File: config.mk
export PLATFORM = sky130hd
export DESIGN_NAME = priority_scan_encoder_flat
export DESIGN_NICKNAME = d
export VERILOG_FILES = /design/src/rtl/priority_scan_encoder_pkg.sv /design/src/rtl/priority_scan_encoder_if.sv /design/src/rtl/priority_scan_encoder_prio_enc_comb.sv /design/src/rtl/priority_scan_encoder.sv /design/src/flat_wrapper.sv
export SDC_FILE = /design/constraint.sdc
export NUM_CORES = 1
export LEC_CHECK = 0
export ABC_AREA = 1
export CAP_MARGIN = 10
export CORE_MARGIN = 2
export CORE_UTILIZATION = 50
export DETAILED_ROUTE_END_ITERATION = 8
export PLACE_DENSITY = 0.85
export SLEW_MARGIN = 30
export SYNTH_ARGS = -nofsm -noshare
export SYNTH_HDL_FRONTEND = slang
export SYNTH_HIERARCHICAL = 1
export SYNTH_SLANG_ARGS = --single-unit
File: constraint.sdc
create_clock -name clk -period 4 [get_ports clk]
set_input_delay 0.8 -clock clk [delete_from_list [all_inputs] [get_ports clk]]
set_output_delay 0.8 -clock clk [all_outputs]
set_load 0.02 [all_outputs]
File: src/rtl/priority_scan_encoder_pkg.sv
// Shared types and helpers for the priority scan encoder.
// Build option: PSE_LSB_FIRST_EN selects LSB-first scan order (see prio_enc_comb).
package pse_pkg;

    typedef enum logic {
        IDLE = 1'b0,
        SCAN = 1'b1
    } state_e;

    // True when at most one bit is set; callers zero-extend narrower vectors.
    function automatic logic onehot_le1(input logic [63:0] vec);
        return (vec & (vec - 64'd1)) == 64'd0;
    endfunction

endpackage

File: src/rtl/priority_scan_encoder_if.sv
// Handshake bundle for priority_scan_encoder: request vector in, index stream out.
// slave is the encoder's view, master is the requester/consumer view.
interface priority_scan_encoder_if #(
    parameter int N = 8
);
    localparam int W = $clog2(N);

    logic         in_valid;
    logic         in_ready;
    logic [N-1:0] in_vec;
    logic         out_valid;
    logic         out_ready;
    logic [W-1:0] out_idx;
    logic         out_last;
    logic         idle;

    modport slave (
        input  in_valid, in_vec, out_ready,
        output in_ready, out_valid, out_idx, out_last, idle
    );

    modport master (
        output in_valid, in_vec, out_ready,
        input  in_ready, out_valid, out_idx, out_last, idle
    );

endinterface

File: src/rtl/priority_scan_encoder_prio_enc_comb.sv
// Combinational N-to-W priority encoder with zero flag; generalised 8x3 encoder.
// Build option: PSE_LSB_FIRST_EN makes the lowest set bit win instead of the highest.
module prio_enc_comb #(
    parameter  int N = 8,
    localparam int W = $clog2(N)
) (
    input  logic [N-1:0] vec,
    output logic [W-1:0] idx,
    output logic         zero
);

    // Later loop iterations override earlier ones, so loop direction sets priority.
    always_comb begin
        idx = '0;
`ifdef PSE_LSB_FIRST_EN
        for (int i = N - 1; i >= 0; i--) begin
            if (vec[i]) idx = W'(i);
        end
`else
        for (int i = 0; i < N; i++) begin
            if (vec[i]) idx = W'(i);
        end
`endif
        zero = ~|vec;
    end

endmodule

File: src/rtl/priority_scan_encoder.sv
// Registered priority scan encoder: accepts a request vector, then emits each set index in turn.
// Build option: PSE_LSB_FIRST_EN (scan order, handled in prio_enc_comb).
module priority_scan_encoder
    import pse_pkg::*;
#(
    parameter int N = 8
) (
    input logic                    clk,
    input logic                    rst,
    priority_scan_encoder_if.slave bus
);

    localparam int W = $clog2(N);

    state_e       state_q, state_d;
    logic [N-1:0] pending_q, pending_d;
    logic [W-1:0] enc_idx;
    logic         enc_zero;
    logic         scan;
    logic         last;

    prio_enc_comb #(
        .N(N)
    ) u_enc (
        .vec (pending_q),
        .idx (enc_idx),
        .zero(enc_zero)
    );

    assign scan = (state_q == SCAN) && !enc_zero;
    assign last = scan && onehot_le1(64'(pending_q));

    assign bus.in_ready  = (state_q == IDLE) && !rst;
    assign bus.out_valid = scan;
    assign bus.out_idx   = scan ? enc_idx : '0;
    assign bus.out_last  = last;
    assign bus.idle      = (state_q == IDLE);

    always_comb begin
        state_d   = state_q;
        pending_d = pending_q;
        unique case (state_q)
            IDLE: begin
                // A zero vector is accepted but produces no beats.
                if (bus.in_valid && bus.in_ready && |bus.in_vec) begin
                    pending_d = bus.in_vec;
                    state_d   = SCAN;
                end
            end
            SCAN: begin
                if (bus.out_ready) begin
                    pending_d[enc_idx] = 1'b0;
                    if (last) state_d = IDLE;
                end
            end
            default: state_d = IDLE;
        endcase
    end

    always_ff @(posedge clk) begin
        if (rst) begin
            state_q   <= IDLE;
            pending_q <= '0;
        end else begin
            state_q   <= state_d;
            pending_q <= pending_d;
        end
    end

endmodule

File: src/flat_wrapper.sv
// flat-port wrapper written by rule: the top's interface ports become plain ports
module priority_scan_encoder_flat import pse_pkg::*;
#(
    parameter int N = 8
)
  (clk, rst, bus_in_valid, bus_in_vec, bus_out_ready, bus_in_ready, bus_out_valid, bus_out_idx, bus_out_last, bus_idle);
  priority_scan_encoder_if #(.N(N)) bus_i ();
  input logic clk;
  input logic rst;
  input wire logic [$bits(bus_i.in_valid)-1:0] bus_in_valid;
  input wire logic [$bits(bus_i.in_vec)-1:0] bus_in_vec;
  input wire logic [$bits(bus_i.out_ready)-1:0] bus_out_ready;
  output wire logic [$bits(bus_i.in_ready)-1:0] bus_in_ready;
  output wire logic [$bits(bus_i.out_valid)-1:0] bus_out_valid;
  output wire logic [$bits(bus_i.out_idx)-1:0] bus_out_idx;
  output wire logic [$bits(bus_i.out_last)-1:0] bus_out_last;
  output wire logic [$bits(bus_i.idle)-1:0] bus_idle;
  assign bus_i.in_valid = bus_in_valid;
  assign bus_i.in_vec = bus_in_vec;
  assign bus_i.out_ready = bus_out_ready;
  assign bus_in_ready = bus_i.in_ready;
  assign bus_out_valid = bus_i.out_valid;
  assign bus_out_idx = bus_i.out_idx;
  assign bus_out_last = bus_i.out_last;
  assign bus_idle = bus_i.idle;
  priority_scan_encoder #(.N(N)) u_core (.clk(clk), .rst(rst), .bus(bus_i));
endmodule
== After elaboration in Yosys (flattened, before gate mapping) ==
Cells that the tools add are included.
Word-level totals
  bits in registers: 9
  output and inout port bits: 7
  logic and storage cells: 39
Cells by class
  add/sub/neg operators: 1
  magnitude comparators: 2
  equal/unequal tests: 2
  mux-type cells: 17
  bitwise operators: 4
  reductions and logical operators: 11
Operator list (number)
  $and A8 B64 Y64: 1
  $logic_not A64 Y1: 1
  $mux W3: 7
  $mux W8: 2
  $pmux W8 S2: 1
  $reduce_or A8 Y1: 2
  $sub A8 B1 Y9 const B: 1
  $and A8 B8 Y8: 1
  $not A8 Y8: 1
  $logic_and A1 B1 Y1: 6
  $mux W1: 5
  $lt A3 B4 Y1 const B: 1
  $demux W1 S3: 1
  $ge A3 B1 Y1 const B: 1
  $ne A2 B1 Y1 const B: 1
  $ne A2 B2 Y1 const B: 1
  $pmux W1 S2: 1
  $reduce_and A2 Y1: 1
  $logic_not A1 Y1: 1
  $not A1 Y1: 1

== Logic depth before layout (Yosys ltp) ==
  word-level depth: 15
  depth in mapped cells: 12
  depth with buffers taken out: 12

== Hierarchy ==
Netlist, hierarchy kept.
Modules (own cells, without submodules)
  priority_scan_encoder: times used 1, cells each 111, area an instance 646.9 um^2, sequential area each 180.2 um^2
  prio_enc_comb: times used 1, cells each 18, area an instance 76.3 um^2, sequential area each 0.0 um^2

== Worst setup path before layout ==
No wires, ideal clock.
  path kind: in2out
  start point: input rst
  end point: output bus_in_ready
  arrival: 1282 ps
  setup slack: 1918 ps
  stages on the path: 2
  buffers on the path: 1
  cells stage by stage: clkbuf_1 -> nor2_1
Between the ends
  word-level cells in the longest chain between the ends: 2
Ends and longest elaborated chain
  from (decl): line flat_wrapper.sv:9  | input logic rst;
  $logic_not A1 Y1: line priority_scan_encoder.sv:33  | assign bus.in_ready = (state_q == IDLE) && !rst;
  $logic_and A1 B1 Y1: line priority_scan_encoder.sv:33
  to (decl): line flat_wrapper.sv:13  | output wire logic [$bits(bus_i.in_ready)-1:0] bus_in_ready;
Every way passes these cells.

== Worst setup path after layout ==
  start point: register u_core.pending_q[7]
  end point: output bus_out_last
Between the ends
  word-level cells in the longest chain between the ends: 4
  elaborated cells between the ends (all ways): 6
Ends and longest elaborated chain
  from (decl): line priority_scan_encoder.sv:16  | logic [N-1:0] pending_q, pending_d;
  from (signal assigned): line priority_scan_encoder.sv:66  | pending_q <= pending_d;
  $sub A8 B1 Y9: line priority_scan_encoder_pkg.sv:12  | return (vec & (vec - 64'd1)) == 64'd0;
  $and A8 B64 Y64: line priority_scan_encoder_pkg.sv:12
  $logic_not A64 Y1: line priority_scan_encoder_pkg.sv:12
  $logic_and A1 B1 Y1 (*): line priority_scan_encoder.sv:31  | assign last = scan && onehot_le1(64'(pending_q));
  to (decl): line flat_wrapper.sv:16  | output wire logic [$bits(bus_i.out_last)-1:0] bus_out_last;
Every way passes the cells marked *; elsewhere a longest branch is shown, timed or not.

==> report_table.html <==
<table>
<tr><th>Metric</th><th>Value</th></tr>
<tr><th colspan="2">Outcome</th></tr>
<tr><td>Result of the run</td><td>finished clean</td></tr>
<tr><th colspan="2">Drt</th></tr>
<tr><td>Drt pass-1 iters</td><td>4</td></tr>
<tr><td>Routed wl met3</td><td>around 120 um</td></tr>
<tr><td>DRC violations left</td><td>0</td></tr>
<tr><td>Final WL</td><td>roughly 1800 um</td></tr>
<tr><td>M1 wire length</td><td>789 um</td></tr>
<tr><td>Length of routed met2 wiring</td><td>between 800 and 900 um</td></tr>
<tr><td>Via Count</td><td>830</td></tr>
<tr><td>Top routing layer used</td><td>met4</td></tr>
<tr><td>Post-DR wirelength/cell</td><td>roughly 11 um</td></tr>
<tr><td>Remaining antenna violation count after routing</td><td>0</td></tr>
<tr><td>DR iter-0 viols</td><td>37</td></tr>
<tr><td>Per-cell via count in the routed design</td><td>a little over 5</td></tr>
<tr><th colspan="2">Floorplan</th></tr>
<tr><td>Row count</td><td>13</td></tr>
<tr><td>Die Width</td><td>42.03 um</td></tr>
<tr><td>Overall die height</td><td>~42 um</td></tr>
<tr><td>Core footprint</td><td>about 1300 um2</td></tr>
<tr><td>Initial cell density of the core</td><td>between 50% and 60%</td></tr>
<tr><td>Die ar.</td><td>approximately 1800 um2</td></tr>
<tr><td>Num ports</td><td>19</td></tr>
<tr><th colspan="2">GRT</th></tr>
<tr><td>Number of antenna violations at the first check in global routing</td><td>0</td></tr>
<tr><td>Number of global-route vias before repair</td><td>711</td></tr>
<tr><td>Global-route congestion overflow total</td><td>0</td></tr>
<tr><td>Pin count of the biggest net entering global routing</td><td>14</td></tr>
<tr><td>Total track usage</td><td>21.21%</td></tr>
<tr><td>Wire length of the first global-routing pass</td><td>between 2000 and 3000 um</td></tr>
<tr><th colspan="2">Setup path</th></tr>
<tr><td>Register-to-Register Path Depth</td><td>11</td></tr>
<tr><td>Endpoint of the most critical setup path</td><td>bus_out_last</td></tr>
<tr><td>Kind of end point of the critical path</td><td>primary output</td></tr>
<tr><td>Worst reg-to-reg setup slack</td><td>~2400 ps</td></tr>
<tr><td>Worst path arrival time</td><td>between 2000 and 2500 ps</td></tr>
<tr><td>Terminus of the critical flop-to-flop path</td><td>u_core/state_q</td></tr>
<tr><td>FF-to-FF Start</td><td>u_core/pending_q[7]</td></tr>
<tr><td>Critical path startpoint category</td><td>flop</td></tr>
<tr><td>Classification of the worst setup path</td><td>flop to primary output</td></tr>
<tr><td>Critical path peak fanout</td><td>6</td></tr>
<tr><td>Required @ worst endpoint</td><td>approximately 3200 ps</td></tr>
<tr><td>First element of the critical path</td><td>u_core/pending_q[7]</td></tr>
<tr><th colspan="2">Synth</th></tr>
<tr><td>Leading cell types by count after synthesis</td><td>44 x nand2_1, 23 x nor2_1, 17 x inv_1, 12 x nand3_1, 9 x dfxtp_1</td></tr>
<tr><td>Asr flop ratio synth</td><td>0%</td></tr>
<tr><td>Ranking of synthesized cells by area</td><td>dfxtp_1 25%, nand2_1 23%, nor2_1 12%</td></tr>
<tr><td>Most common flop cell mapped by yosys</td><td>dfxtp_1</td></tr>
<tr><td>Count of yosys warnings during synthesis</td><td>6</td></tr>
<tr><td>Synthesized instance count</td><td>between 100 and 150</td></tr>
<tr><td>Number of flip-flops and latches in the synthesized netlist</td><td>9</td></tr>
<tr><td>Leading cell type by number of instances after synthesis</td><td>nand2_1</td></tr>
<tr><td>Summed instance area of the synthesized netlist</td><td>723.2 um2</td></tr>
<tr><td>Share of the synthesized area in the top cell type</td><td>between 20% and 30%</td></tr>
<tr><td>Net count of the mapped netlist</td><td>141</td></tr>
<tr><td>Fraction of the yosys area taken by sequential cells</td><td>24.91%</td></tr>
<tr><td>Number of synthesized flops with an enable pin</td><td>0</td></tr>
<tr><td>Library cell with the largest summed area after synthesis</td><td>dfxtp_1</td></tr>
<tr><td>Number of distinct library cells after synthesis</td><td>18</td></tr>
<tr><td>Avg Cell Area, Syn</td><td>5.606 um2</td></tr>
<tr><th colspan="2">Timing</th></tr>
<tr><td>Setup repair after global routing missed its margin</td><td>false</td></tr>
<tr><td>Worst relative slew slack</td><td>roughly two thirds</td></tr>
<tr><td>Pin slew with the least headroom to its limit</td><td>just over 500 ps</td></tr>
<tr><td>Worst setup slack after layout</td><td>about 900 ps</td></tr>
<tr><td>Setup tns final</td><td>0 ps</td></tr>
<tr><td>Top achievable clock speed</td><td>about 320 MHz</td></tr>
<tr><td>Number of max-slew violations in the final report</td><td>0</td></tr>
<tr><td>Portion of the clock cycle consumed by the worst path in the final layout</td><td>just under 80%</td></tr>
<tr><td>Period minus WS final</td><td>3101 ps</td></tr>
<tr><td>Final setup violation count</td><td>0</td></tr>
<tr><td>Worst Clk Skew</td><td>3.360 ps</td></tr>
<tr><td>Hold Violations, Final</td><td>0</td></tr>
<tr><th colspan="2">Finish</th></tr>
<tr><td>Number of nets in the layout</td><td>163</td></tr>
<tr><td>P&amp;R area growth vs syn</td><td>30.97%</td></tr>
<tr><td>Number of inserted diodes</td><td>0</td></tr>
<tr><td>Fraction of final layout cells with drive strength greater than 1</td><td>8.667%</td></tr>
<tr><td>Final standard cell area without fillers</td><td>roughly 950 um2</td></tr>
<tr><th colspan="2">Clock network</th></tr>
<tr><td>Worst-path clk slew</td><td>60 ps</td></tr>
<tr><td>Post CTS Setup Buffer Count</td><td>0</td></tr>
<tr><td>Buffer levels on the longest clock path</td><td>2</td></tr>
<tr><td>Clock tree from TritonCTS</td><td>done</td></tr>
<tr><td>H-Tree Level Count</td><td>1</td></tr>
<tr><td>Post-cts sizing count</td><td>0</td></tr>
<tr><td>Number of buffers inserted by hold repair at cts</td><td>0</td></tr>
<tr><td>TritonCTS Sinks</td><td>9</td></tr>
<tr><td>Number of clock buffers inserted by TritonCTS</td><td>3</td></tr>
<tr><td>Later-pin clock latency in the skew report</td><td>260 ps</td></tr>
<tr><td>Root Buffer Master</td><td>clkbuf_4</td></tr>
<tr><th colspan="2">Power</th></tr>
<tr><td>Power share of the sequential group</td><td>35.5%</td></tr>
<tr><td>Pint</td><td>191.6 uW</td></tr>
<tr><td>Clock network power share</td><td>22.5%</td></tr>
<tr><td>Power density cells</td><td>between 300 and 400 nW/um2</td></tr>
<tr><td>Leak pwr</td><td>0.0004687 uW</td></tr>
<tr><td>Logic gate share of total power</td><td>a little over two fifths</td></tr>
<tr><td>Net Sw Frac</td><td>between 30% and 40%</td></tr>
<tr><td>Power spent charging and discharging nets</td><td>about 130 uW</td></tr>
<tr><td>Max rail drop VDD</td><td>about 0.00022 V</td></tr>
<tr><th colspan="2">Placement</th></tr>
<tr><td>Placed instance area</td><td>slightly above 900 um2</td></tr>
<tr><td>Worst slack at placement</td><td>roughly 1100 ps</td></tr>
<tr><td>Final Wtd Congestion</td><td>between 0.8 and 0.9</td></tr>
<tr><td>Buffers on Ports</td><td>18</td></tr>
<tr><td>Dpl hpwl</td><td>about 1400 um</td></tr>
<tr><th colspan="2">Hold path</th></tr>
<tr><td>Hold Path Stages</td><td>4</td></tr>
<tr><td>Hold WC Path Type</td><td>flop to flop</td></tr>
<tr><th colspan="2">Flow run</th></tr>
<tr><td>Number of maximum-capacitance violations</td><td>0</td></tr>
</table>
[cell families (layout without fill, tap and decap cells)]
family,after synthesis,after routing,share of synthesized area (%)
DFF,9,9,24.91
AOI/OAI and AO/OA,11,11,10.90
and+or+nand+nor,85,85,51.56
buffers and inverters,24,45,12.63
[worst min-delay path by stage]
| stage | start | endpoint | slack [ps] |
|---|---|---|---|
| finish | u_core/pending_q[0] | u_core/pending_q[0] | 570 |
| global route | u_core/pending_q[0] | u_core/pending_q[0] | 620 |
| CTS | u_core/pending_q[0] | u_core/pending_q[0] | 560 |
| detailed placement | u_core/pending_q[0] | u_core/pending_q[0] | 550 |
| global placement | u_core/pending_q[0] | u_core/pending_q[0] | 560 |
| floorplan | u_core/pending_q[0] | u_core/pending_q[0] | 530 |
[registers in the layout (all words and copies together), names as in the netlist]
| register | flops |
|---|---|
| u_core/state_q | 1 |
| u_core/pending_q | 8 |
[cells in the final DEF, fill, tap and decap left out, types with 3 or more instances in the layout]
cell type / count
nand2_1: 44
inv_1: 17
clkbuf_4: 3
o31ai_1: 8
nor2_1: 23
dfxtp_1: 9
clkdlybuf4s50_1: 18
nand3_1: 12
inv_2: 5
[metrics by stage]
step                hold WS [ps]  util (%)  power (uW)  instances
floorplan                  525.4         -       198.9        129
global route               618.7     71.01       338.8        165
global placement           555.8     69.04       242.8        161
CTS                        564.7     71.01       318.3        165
finish                     572.9     71.01       317.7        165
detailed placement         551.9     69.04       246.5        161
[power by group through the flow]
stage	clock, uW	sequential [uW]	combinational [uW]
after floorplan	0	108	90.7
after global placement	0	114	129
after detailed placement	0	114	132
after CTS	72.8	112	133
after global routing	74.9	114	150
final	71.6	113	133
[layout make-up]
type	count	area, um2
clock buffers	4	26.28
fillers	116	386.6
inverters	22	82.58
multi-input cells	96	451.7
flip-flops and latches	9	180.2
well taps	15	18.77
repair buffers	19	187.7
[worst max-delay path: stages, from the launching register on]
cell	delay, ps
dfxtp_1	400
inv_2	60
nand4_1	220
nor2_1	80
inv_1	60
nand2_1	120
nor2_1	170
nand3_1	80
nor2_1	120
and2_1	130
clkdlybuf4s50_1	600
[metal layers]
layer	vias up	GRT usage, %
met5	-	0
met2	33	34.38
met1	347	28.42
met4	0	8.750
li1	448	-
met3	2	2.586
No activity file was read; power rests on OpenSTA's default activity.
